### config.mk
export PLATFORM = sky130hd
export DESIGN_NAME = calu_issue_arbiter
export DESIGN_NICKNAME = d
export VERILOG_FILES = /design/src/rtl/calu_issue_arbiter.sv
export SDC_FILE = /design/constraint.sdc
export NUM_CORES = 1
export LEC_CHECK = 0
export CAP_MARGIN = 20
export CELL_PAD_IN_SITES_DETAIL_PLACEMENT = 1
export CELL_PAD_IN_SITES_GLOBAL_PLACEMENT = 2
export CORE_UTILIZATION = 20
export CTS_CLUSTER_DIAMETER = 120
export DETAILED_ROUTE_END_ITERATION = 8
export GPL_TIMING_DRIVEN = 0
export PLACE_DENSITY = 0.87
export RECOVER_POWER = 25
export SYNTH_ARGS = -nofsm -noshare
export SYNTH_HDL_FRONTEND = slang
export SYNTH_SLANG_ARGS = --single-unit
export TNS_END_PERCENT = 1
### constraint.sdc
create_clock -name clk -period 4.28 [get_ports clk]
set_input_delay 0.856 -clock clk [delete_from_list [all_inputs] [get_ports clk]]
set_output_delay 0.856 -clock clk [all_outputs]
set_load 0.005 [all_outputs]
### src/rtl/calu_issue_arbiter.sv
// Round-robin issue arbiter in front of a shared combinational complex ALU.
// Holds operands for an opcode-dependent settle time, then registers the result.
module calu_issue_arbiter #(
    parameter int ALU_WAIT = 1,
    parameter int MUL_WAIT = 2,
    parameter int DIV_WAIT = 4
) (
    input  logic        clk,
    input  logic        rst,
    input  logic        req0_valid,
    output logic        req0_ready,
    input  logic [3:0]  req0_opcode,
    input  logic [31:0] req0_z1,
    input  logic [31:0] req0_z2,
    input  logic        req1_valid,
    output logic        req1_ready,
    input  logic [3:0]  req1_opcode,
    input  logic [31:0] req1_z1,
    input  logic [31:0] req1_z2,
    output logic [3:0]  calu_opcode,
    output logic [31:0] calu_z1,
    output logic [31:0] calu_z2,
    input  logic [31:0] calu_zout,
    input  logic [11:0] calu_flags,
    output logic        rsp_valid,
    input  logic        rsp_ready,
    output logic        rsp_id,
    output logic [31:0] rsp_z,
    output logic [11:0] rsp_flags,
    output logic        busy,
    output logic        err_div,
    input  logic        err_clr
);

    localparam logic [3:0] OP_CMUL = 4'b0010;
    localparam logic [3:0] OP_CDIV = 4'b0011;
    localparam int MAX_AM   = (ALU_WAIT > MUL_WAIT) ? ALU_WAIT : MUL_WAIT;
    localparam int MAX_WAIT = (MAX_AM > DIV_WAIT) ? MAX_AM : DIV_WAIT;
    localparam int CW       = $clog2(MAX_WAIT) + 1;

    typedef enum logic [1:0] {
        IDLE,
        EXEC,
        RESP
    } state_t;

    state_t        state;
    logic          ptr;
    logic [CW-1:0] cnt;
    logic          grant_id;
    logic          grant_valid;
    logic          accept;
    logic [3:0]    sel_opcode;
    logic [31:0]   sel_z1;
    logic [31:0]   sel_z2;
    logic          err_set;

    function automatic logic [CW-1:0] wait_m1(input logic [3:0] op);
        unique case (op)
            OP_CMUL: wait_m1 = CW'(MUL_WAIT - 1);
            OP_CDIV: wait_m1 = CW'(DIV_WAIT - 1);
            default: wait_m1 = CW'(ALU_WAIT - 1);
        endcase
    endfunction

    // Pointer side wins when valid, otherwise the other side.
    always_comb begin
        grant_valid = req0_valid | req1_valid;
        grant_id    = ptr ? req1_valid : ~req0_valid;
    end

    assign req0_ready = ~rst && (state == IDLE) && grant_valid && ~grant_id;
    assign req1_ready = ~rst && (state == IDLE) && grant_valid && grant_id;
    assign accept     = (req0_valid & req0_ready) | (req1_valid & req1_ready);

    assign sel_opcode = grant_id ? req1_opcode : req0_opcode;
    assign sel_z1     = grant_id ? req1_z1 : req0_z1;
    assign sel_z2     = grant_id ? req1_z2 : req0_z2;

    assign err_set = (state == EXEC) && (cnt == '0) &&
                     (calu_opcode == OP_CDIV) && (|calu_flags[9:6]);

    assign busy = (state != IDLE);

    always_ff @(posedge clk or posedge rst) begin
        if (rst) begin
            state       <= IDLE;
            ptr         <= 1'b0;
            cnt         <= '0;
            calu_opcode <= '0;
            calu_z1     <= '0;
            calu_z2     <= '0;
            rsp_valid   <= 1'b0;
            rsp_id      <= 1'b0;
            rsp_z       <= '0;
            rsp_flags   <= '0;
            err_div     <= 1'b0;
        end else begin
            if (err_set)
                err_div <= 1'b1;
            else if (err_clr)
                err_div <= 1'b0;

            unique case (state)
                IDLE: begin
                    if (accept) begin
                        calu_opcode <= sel_opcode;
                        calu_z1     <= sel_z1;
                        calu_z2     <= sel_z2;
                        rsp_id      <= grant_id;
                        cnt         <= wait_m1(sel_opcode);
                        ptr         <= ~grant_id;
                        state       <= EXEC;
                    end
                end
                EXEC: begin
                    if (cnt == '0) begin
                        rsp_z     <= calu_zout;
                        rsp_flags <= calu_flags;
                        rsp_valid <= 1'b1;
                        state     <= RESP;
                    end else begin
                        cnt <= cnt - 1'b1;
                    end
                end
                RESP: begin
                    if (rsp_ready) begin
                        rsp_valid <= 1'b0;
                        state     <= IDLE;
                    end
                end
                default: state <= IDLE;
            endcase
        end
    end

endmodule
==> impl_metrics.ini <==
[setup_path]
crit_slowest_cell = dlygate4sd3_1
worstPathMaxFanout = 10
cp_common_cell = buf_6
endpoint_kind = output pin
crit_chain = dlygate4sd3_1, or3_4, buf_6, buf_6, nor2_4, clkdlybuf4s50_1
reg2reg_from = cnt[0]$_DFFE_PP0P_
startpoint = rst
reg2reg_to = rsp_flags[1]$_DFFE_PP0P_
worst-setup-path-type = in2out
cp.buffers_inverters = 4
arrival_ns = 2.86
required_ns = 3.42
reg2reg_depth = 6
rrSetupSlack_ns = 2.24
critPathLaunchType = input pin
crit_family = buffers and inverters
cpPeakStageDelay_ns = 0.58

[detailed_routing]
viasPerCell = 4.15
totalWireLength_mm = 18.7
num_vias = 4619
drt_iter0_markers = 149
wl_per_cell_um = 16.8
final_antenna_net_count = 0
first_pass_iters = 4
drc_errors = 0

[floorplan]
coreArea_mm2 = 0.0260
initial_core_util_pct = 20.3
num_rows = 59
die-area_mm2 = 0.0270
io_pins = 304
die_w_um = 164
fp.dieH_um = 164

[power_and_ir_drop]
vdd_drop_max_mv = 0.247
p_leak_nw = 3.97
power_density_mw_per_mm2 = 667

[clocking]
post_cts_buffers = 0
cts_buffers = 17
cts_hold_buf = 0
ctsResizeCount = 0
clkTransAtPathRegs_ns = 0.06
cts_max_level = 4
cts_root_buf = clkbuf_16
ctsLongestPathBuffers = 2
cts_tree = yes
insertion_delay_ns = 0.41
clock_sinks = 121

[global_route]
grt_max_degree = 90
grt_pass1_vias = 4903
grt_pass1_wl_mm = 28.3
grt_use_total_pct = 14.0
grt-ovfl-total = 0
antenna_found_initial = 1

[logic_synthesis]
yosys.area.top_type = dfrtp_1
ys_seq_elements = 121
muxShareOfSynthArea_pct = 22.7
synthXorXnorAreaFrac_pct = 0
synthesis.area_mm2 = 0.00527
ys_warn_count = 0
synth_top_family_by_area = multiplexers
synth_fa_ha_area_share_pct = 0.474
synth_top_area_share_pct = 57.4
netlist_instances = 443
yosysSeqAreaShare_pct = 57.4
synth_area_per_cell_um2 = 11.9
synth.net_count = 631
synth-simple-area-share_pct = 7.83
synth-compound-area-share_pct = 8.07
synth.distinct_cells = 34
synth_area_leaders = dfrtp_1, mux2i_1, mux2_2

[finish]
area_growth_pct = 76.8
fillers = 2895
final_nets = 954
drive_above_1_share_pct = 13.0

[timing]
worst_pin_slew_ns = 1.54
postLayoutSetupSlackWorst_ns = 0.563
holdWs_ns = 0.475
maxSlewViolCount = 34
rsz0062_at_grt = false
finalHoldViolCount = 0
setup_viol = 0
max_freq_ghz = 0.269
period_minus_slack_ns = 3.72
finalCritPeriodShare_pct = 86.8
finalClockSkew_ns = 0.00990
slew_headroom_pct = -3.26

[outcome]
violations = max-capacitance violations, max-slew violations
status = finished, violations left

[placement]
place.gp.congestion = 0.724
dp_hpwl_mm = 14.6
numPortBuffers = 303
place_ws_ns = 0.531

[worst_hold_path]
hp-start = calu_z1[13]$_DFFE_PP0P_
hold_class = reg2reg
hold_depth = 2
whs_endpoint = calu_z1[13]$_DFFE_PP0P_

[job]
maxCapViolCount = 1
metrics by stage:
step                TNS, ns  instance area [µm²]  std cells  total power (W)  utilization, %
floorplan                 0                 5270        443          0.00317               -
global placement    -236.42                 8730       1081          0.00478            33.6
detailed placement        0                 8760       1082          0.00487            33.7
CTS                       0                 9350       1113          0.00639            36.0
global route              0                 9320       1113          0.00670            35.9
finish                    0                 9330       1114          0.00622            35.9
kinds of logic after synthesis:
family                   count (synthesis)
adder cells (fa/ha/maj)                  2
AO/OA/AOI/OAI                           79
buffers and inverters                   32
flip-flops                             121
multiplexers                           114
AND/OR/NAND/NOR                         95
worst register-to-register path, cell delays in order (launching register included):
cell      delay, ns
dfrtp_1        0.39
inv_1          0.09
ha_1           0.17
nand2b_1       0.12
nor2_2         0.49
buf_4          0.32
mux2_2         0.36
synthesized netlist by cell type, drive strengths merged:
cell / count
or3: 3
o2111a: 1
o21ai: 69
a21o: 2
ha: 2
nor2b: 1
mux2i: 70
a311oi: 1
or2: 1
inv: 5
nand3b: 1
o22ai: 3
nand2: 73
and2: 1
nor3b: 2
dfrtp: 121
mux2: 44
buf: 21
a21oi: 1
o2bb2ai: 1
nor4: 1
clkbuf: 6
a31oi: 1
nor2: 7
nand2b: 4
nand4: 1
how the worst max path moves through the flow:
| stage | endpoint | slack (ns) | cells past startpoint |
|---|---|---|---|
| CTS | req0_ready | 0.52 | 7 |
| global route | req0_ready | 0.41 | 7 |
| detailed placement | req0_ready | 0.53 | 7 |
| global placement | calu_z2[23]$_DFFE_PP0P_ | -1.96 | 2 |
| floorplan | calu_opcode[0]$_DFFE_PP0P_ | 0.21 | 1 |
| finish | req1_ready | 0.56 | 6 |
area by class of cell:
type | instances | area (µm²) | share of cell area [%]
well taps | 335 | 419 | 4.49
repair buffers | 304 | 3040 | 32.6
inverters | 5 | 20.0 | 0.215
clock inverters | 12 | 151 | 1.62
multi-input cells | 290 | 2050 | 22.0
plain buffers | 27 | 168 | 1.80
clock buffers | 19 | 443 | 4.75
diodes | 1 | 2.50 | 0.0268
flip-flops and latches | 121 | 3030 | 32.5
routing by layer:
metal / GRT usage [%] / wire, µm / up-vias
li1: - / - / 2186
met2: 24.4 / 9280 / 189
met1: 16.7 / 7800 / 2232
met4: 3.84 / 175 / 0
met3: 4.24 / 1470 / 12
met5: 0 / 0 / -
registers in the layout, summed over array words and instances (netlist names), 2 cells and up:
signal       flops
cnt              3
state            2
calu_z2         32
calu_opcode      4
rsp_z           32
rsp_flags       12
calu_z1         32
cell usage in the layout, fill, tap and decap left out, types with 4 or more instances in the layout:
| cell type | instances |
|---|---|
| buf_2 | 13 |
| buf_4 | 4 |
| buf_6 | 4 |
| clkbuf_16 | 17 |
| clkbuf_2 | 4 |
| clkdlybuf4s50_1 | 301 |
| clkinv_2 | 4 |
| dfrtp_1 | 121 |
| inv_1 | 4 |
| mux2_2 | 41 |
| mux2i_1 | 70 |
| nand2_1 | 73 |
| nand2b_1 | 4 |
| nor2_1 | 5 |
| o21ai_0 | 47 |
| o21ai_1 | 22 |
power breakdown:
group	internal [W]	switching [W]
Combinational	0.00167	0.00108
Clock	0.000926	0.000533
Sequential	0.00171	0.000306
Total	0.00430	0.00192
Power figures use the tool's default switching activity.
